## config.mk

```make
export PLATFORM = sky130hd
export DESIGN_NAME = muldiv_unit
export DESIGN_NICKNAME = d
export VERILOG_FILES = /design/src/rtl/muldiv_unit.sv
export SDC_FILE = /design/constraint.sdc
export NUM_CORES = 2
export LEC_CHECK = 0
export CORE_ASPECT_RATIO = 1.25
export CORE_MARGIN = 5
export CORE_UTILIZATION = 60
export DETAILED_ROUTE_END_ITERATION = 12
export PLACE_DENSITY = 0.84
export SYNTH_ARGS = -nofsm -noshare
export SYNTH_HDL_FRONTEND = slang
export SYNTH_SLANG_ARGS = --single-unit
export TNS_END_PERCENT = 1
```

## constraint.sdc

```tcl
create_clock -name clk_i -period 6.9 [get_ports clk_i]
set_input_delay 1.035 -clock clk_i [delete_from_list [all_inputs] [get_ports clk_i]]
set_output_delay 1.035 -clock clk_i [all_outputs]
set_load 0.05 [all_outputs]
```

## src/rtl/muldiv_unit.sv

```systemverilog
// muldiv_unit: iterative multiply / multiply-accumulate / divide unit that owns
// the architectural HI/LO pair. Multiplies retire MUL_BITS multiplier bits per
// cycle; divides are restoring radix-2. Results are sign-corrected and
// accumulated in a final FIX cycle, which commits HI/LO and pulses done.
module muldiv_unit #(
  parameter int WIDTH    = 32,
  parameter int MUL_BITS = 2
) (
  input  logic             clk_i,
  input  logic             rst_ni,
  input  logic             start_i,
  input  logic [2:0]       op_i,
  input  logic [WIDTH-1:0] a_i,
  input  logic [WIDTH-1:0] b_i,
  input  logic             flush_i,
  input  logic             wr_hi_i,
  input  logic             wr_lo_i,
  input  logic [WIDTH-1:0] wr_data_i,
  output logic             busy_o,
  output logic             done_o,
  output logic [WIDTH-1:0] hi_o,
  output logic [WIDTH-1:0] lo_o
);

  localparam int MUL_ITERS = WIDTH / MUL_BITS;
  localparam int DIV_ITERS = WIDTH;
  localparam int CNT_W     = $clog2(WIDTH + 1);
  localparam int W2        = 2 * WIDTH;

  typedef enum logic [1:0] {S_IDLE, S_MUL, S_DIV, S_FIX} state_e;

  // Two's-complement negation when en is set (single width).
  function automatic logic [WIDTH-1:0] neg_w(input logic [WIDTH-1:0] v, input logic en);
    return en ? -v : v;
  endfunction

  // Two's-complement negation when en is set (double width).
  function automatic logic [W2-1:0] neg_2w(input logic [W2-1:0] v, input logic en);
    return en ? -v : v;
  endfunction

  // Control state
  state_e           state_q, state_d;
  logic [CNT_W-1:0] cnt_q, cnt_d;
  logic [WIDTH-1:0] hi_q, hi_d, lo_q, lo_d;
  logic             done_q, done_d;

  // Captured operation and datapath
  logic [2:0]       op_q;
  logic             neg_q;      // negate product / quotient
  logic             neg_rem_q;  // negate remainder (dividend sign)
  logic             dvz_q;      // divisor was zero
  logic [W2-1:0]    opa_q;      // multiplicand (shifts left) or raw dividend for div-by-zero
  logic [WIDTH-1:0] opb_q;      // multiplier (shifts right) or divisor magnitude
  logic [W2-1:0]    acc_q;      // product accumulator, or {remainder, quotient}
  logic [W2-1:0]    base_q;     // {hi,lo} base for MADD/MSUB

  logic             accept, in_div, in_sgn;
  logic [WIDTH-1:0] a_mag, b_mag;
  logic [W2-1:0]    pp;
  logic [W2-1:0]    div_next;
  logic [W2-1:0]    prod, res;
  logic [WIDTH:0]   trial, diff;

  assign accept = start_i && !flush_i && (state_q == S_IDLE);
  assign in_div = (op_i[2:1] == 2'b01);
  assign in_sgn = ~op_i[0];
  assign a_mag  = neg_w(a_i, in_sgn & a_i[WIDTH-1]);
  assign b_mag  = neg_w(b_i, in_sgn & b_i[WIDTH-1]);

  // Partial product for the MUL_BITS multiplier bits retired this cycle
  always_comb begin
    pp = '0;
    for (int k = 0; k < MUL_BITS; k++) begin
      if (opb_q[k]) pp = pp + (opa_q << k);
    end
  end

  // One restoring-division step: shift in the next dividend bit, subtract if no borrow
  always_comb begin
    trial = {acc_q[W2-1:WIDTH], acc_q[WIDTH-1]};
    diff  = trial - {1'b0, opb_q};
    if (!diff[WIDTH]) begin
      div_next = {diff[WIDTH-1:0], acc_q[WIDTH-2:0], 1'b1};
    end else begin
      div_next = {trial[WIDTH-1:0], acc_q[WIDTH-2:0], 1'b0};
    end
  end

  // Final result: sign correction, accumulation and the divide-by-zero override
  always_comb begin
    prod = neg_2w(acc_q, neg_q);
    if (op_q[2]) begin
      res = op_q[1] ? (base_q - prod) : (base_q + prod);
    end else begin
      res = prod;
    end
    if (op_q[2:1] == 2'b01) begin
      if (dvz_q) begin
        res = {opa_q[WIDTH-1:0], {WIDTH{1'b1}}};
      end else begin
        res = {neg_w(acc_q[W2-1:WIDTH], neg_rem_q), neg_w(acc_q[WIDTH-1:0], neg_q)};
      end
    end
  end

  // Next-state, iteration counter, HI/LO update and done generation
  always_comb begin
    state_d = state_q;
    cnt_d   = cnt_q;
    hi_d    = hi_q;
    lo_d    = lo_q;
    done_d  = 1'b0;
    unique case (state_q)
      S_IDLE: begin
        if (wr_hi_i) hi_d = wr_data_i;
        if (wr_lo_i) lo_d = wr_data_i;
        if (accept) begin
          state_d = in_div ? S_DIV : S_MUL;
          cnt_d   = in_div ? CNT_W'(DIV_ITERS - 1) : CNT_W'(MUL_ITERS - 1);
        end
      end
      S_MUL, S_DIV: begin
        if (cnt_q == '0) state_d = S_FIX;
        else             cnt_d   = cnt_q - CNT_W'(1);
      end
      S_FIX: begin
        state_d = S_IDLE;
        hi_d    = res[W2-1:WIDTH];
        lo_d    = res[WIDTH-1:0];
        done_d  = 1'b1;
      end
      default: state_d = S_IDLE;
    endcase
    // A flush kills whatever is in flight, including a pending commit
    if (flush_i && (state_q != S_IDLE)) begin
      state_d = S_IDLE;
      hi_d    = hi_q;
      lo_d    = lo_q;
      done_d  = 1'b0;
    end
  end

  // Control and architectural registers, cleared asynchronously
  always_ff @(posedge clk_i or negedge rst_ni) begin
    if (!rst_ni) begin
      state_q <= S_IDLE;
      cnt_q   <= '0;
      hi_q    <= '0;
      lo_q    <= '0;
      done_q  <= 1'b0;
    end else begin
      state_q <= state_d;
      cnt_q   <= cnt_d;
      hi_q    <= hi_d;
      lo_q    <= lo_d;
      done_q  <= done_d;
    end
  end

  // Operand capture at acceptance, then one iteration per cycle
  always_ff @(posedge clk_i) begin
    if (accept) begin
      op_q      <= op_i;
      neg_q     <= in_sgn & (a_i[WIDTH-1] ^ b_i[WIDTH-1]);
      neg_rem_q <= in_sgn & a_i[WIDTH-1];
      dvz_q     <= (b_i == '0);
      opb_q     <= b_mag;
      base_q    <= {(wr_hi_i ? wr_data_i : hi_q), (wr_lo_i ? wr_data_i : lo_q)};
      if (in_div) begin
        opa_q <= {{WIDTH{1'b0}}, a_i};
        acc_q <= {{WIDTH{1'b0}}, a_mag};
      end else begin
        opa_q <= {{WIDTH{1'b0}}, a_mag};
        acc_q <= '0;
      end
    end else if (state_q == S_MUL) begin
      acc_q <= acc_q + pp;
      opa_q <= opa_q << MUL_BITS;
      opb_q <= opb_q >> MUL_BITS;
    end else if (state_q == S_DIV) begin
      acc_q <= div_next;
    end
  end

  assign busy_o = (state_q != S_IDLE);
  assign done_o = done_q;
  assign hi_o   = hi_q;
  assign lo_o   = lo_q;

endmodule

```

==> metrics <==
Net Count, Synth around 4400; CP max stage cell a2111o_1; fin. max-slew vios 0; Slew headroom between 20% and 30%; Initial Util between 60 and 70%; synth warn 0; Root Buffer clkbuf_16; Mapped Cells 4106; Max Cap Viol 0; Yosys top cell by area edfxtp_1; crit path DAT about 7.0 ns; Worst R2R Setup Slack about 0.26 ns; worst reg2reg endpoint acc_q[62]; final net count around 4500; syn_area_per_cell around 8.1 um2; Distinct cells, synth a little over 90; setup TNS 0 ns; final setup violating endpoints 0; first-pass GRT wire length about 170000 um; DR vias approximately 32000; critical path startpoint category register; CTS tree built; clock buffer depth 3; critical path class register to register; number of H-tree levels 2; Multi-input gate area around 23000 um2; routed vias/inst between 6 and 7; clock sink count between 300 and 400; Iteration-0 DRC Markers ~3800; hpwl dp ~84000 um; FF/Latch Area between 8000 and 9000 um2; Fin. Hold Viols 0; Site Rows 96; Ant. Diodes 0; fmax approximately 150 MHz; crit path time final ~6.6 ns; dominant cells by area after synthesis edfxtp_1 21%, ha_1 8.6%, xor2_1 5.6%; Setup crit end kind register; synthesis-to-layout area growth 11.2%; Worst Path Max Fanout 20; WHS between 0.3 and 0.4 ns; status complete, no violations; placed cells approximately 5000; Post-DRT Antenna Nets 0; crit path cell chain buf_12, buf_4, and2_1, ha_1, nand3_1, or3_1, or4_1, a2111o_1, a21oi_1, nor2_1, xnor2_1, mux2_2, ha_1, a21o_1, a21o_1, a211oi_1, nor3_1, o41ai_1, a21boi_0, o31a_1, o2111ai_1, a21oi_1, xnor2_1, a2111oi_0; area post-placement around 36000 um2; number of global-route vias before repair 29795; R2R cell count 24; Yosys top cell area share between 20% and 30%; CP required a little over 7 ns; Core ar. 54900 um2; asr flop ratio synth 24.2%; Chip Height between 200 and 300 um; detailed-route DRC error count 0; reg2reg start opb_q[0]; Post-synth EDFFs roughly 230; final non-filler cell total between 4000 and 5000; worst clock skew 0.0241 ns; Synth Register Bits 302; RD Place Congestion between 1 and 1.5; die area about 60000 um2; grt ovf 0; Worst Tran Pin Value around 1.2 ns; WL final 109000 um; critical path startpoint opb_q[0]; PortBufs 170; TritonCTS Buffers 35; most frequent cells after synthesis 437 x nand2_1, 335 x a21oi_1, 329 x o21ai_0; period utilization roughly 96%; die width 221 um; Reg clk slew, reported paths 0.07 ns; WL per Instance ~22 um; RSZ-0062 raised after global routing true; post-synthesis cell area roughly 33000 um2; All-Layer GR Usage 34.6%; share of cells above drive strength 1 approximately 8%; Top FF cell, synth edfxtp_1; post-route cell area between 30000 and 40000 um2; fill cell count roughly 4600; largest net degree at the start of global routing 103; initial antenna violation count 4; CP peak stage delay 0.45 ns; drt pass-1 iters 9; Clock Latency Late Sink 0.57 ns; IO Count roughly 170; cell with the most instances after synthesis nand2_1; Hold WC Path Type primary input to asynchronous set/reset pin; sequential share of the synthesized area between 20% and 30%
flip-flops by register name, indices dropped and copies added, names as in the netlist:
signal     count
done_o         1
acc_q         64
opa_q         64
neg_rem_q      1
lo_o          32
opb_q         32
state_q        2
base_q        64
cnt_q          6
neg_q          1
hi_o          32
dvz_q          1
op_q           2
routing by layer:
metal	up-vias	track usage, %	part of all wire [%]
met1	15203	46.8	40
met3	285	6.06	10
met5	-	0	0.031
met2	1669	53.7	44
li1	15234	-	-
met4	4	16.9	5.9
critical path: cells and delay by family, from the launching register on:
| family | cells | cell delay (ns) |
|---|---|---|
| XOR/XNOR | 2 | 0.29 |
| AO/OA/AOI/OAI | 11 | 3.12 |
| flip-flops | 1 | 0.42 |
| multiplexers | 1 | 0.28 |
| AND/OR/NAND/NOR | 6 | 1.37 |
| buffers and inverters | 2 | 0.33 |
| adder cells (fa/ha/maj) | 2 | 0.56 |
final cells by class:
| type | instances | share of cell area, % |
|---|---|---|
| multi-input cells | 3436 | 62.8 |
| flip-flops and latches | 302 | 23.5 |
| repair buffers | 266 | 6.57 |
| clock buffers | 46 | 2.76 |
| well taps | 735 | 2.48 |
| inverters | 122 | 1.24 |
| clock inverters | 17 | 0.592 |
cells in the final DEF, fill, tap and decap left out, drive strengths merged, types with 15 or more instances in the layout:
master	n
ha	230
nor2	271
o21a	37
xor2	212
a31oi	58
or4	16
buf	97
clkdlybuf4s50	169
nor4	35
inv	122
nor3	81
and2	119
o21ai	332
o41ai	22
o31ai	50
nand4	51
dfrtp	73
nand3	82
or3	50
nor2b	43
or2	15
o22ai	57
a221oi	15
mux2	111
clkbuf	46
nand2b	43
o211ai	31
a211oi	58
a21oi	335
a21o	126
and3	42
edfxtp	229
nand2	437
xnor2	208
mux2i	38
o21bai	38
cell families (layout without fill, tap and decap cells):
kind of cell / count (synthesis) / count (layout) / share of synthesized area (%)
buffers and inverters: 368 / 451 / 4.34
DFF: 302 / 302 / 26.1
adders and majority gates: 234 / 234 / 8.88
AOI/OAI and AO/OA: 1295 / 1295 / 24.7
xor gates and xnor gates: 420 / 420 / 11.0
muxes: 149 / 149 / 4.90
and+or+nand+nor: 1338 / 1338 / 20.0
timing repair:
item,in CTS,in global routing
resized for setup,0,17
buffers inserted,0,4
hold buffers,0,0
setup endpoints to repair,0,25
worst max path at each step:
stage | depth (start not counted) | slack, ns | end
floorplan | 26 | 0.76 | acc_q[48]
global placement | 23 | 0.14 | hi_o[31]
detailed placement | 22 | 0.04 | hi_o[31]
CTS | 22 | 0.05 | hi_o[31]
global route | 24 | -0.008 | hi_o[31]
finish | 24 | 0.26 | acc_q[62]
per-stage QoR:
| step | utilization (%) | worst slack (ns) |
|---|---|---|
| finish | 67.4 | 0.261 |
| global route | 67.4 | -0.00812 |
| CTS | 67.3 | 0.0452 |
| detailed placement | 65.0 | 0.0420 |
| global placement | 65.0 | 0.137 |
| floorplan | - | 0.758 |
Power is not shown: default switching activity piles up to over one toggle a cycle in this logic, so the estimate is an artifact.
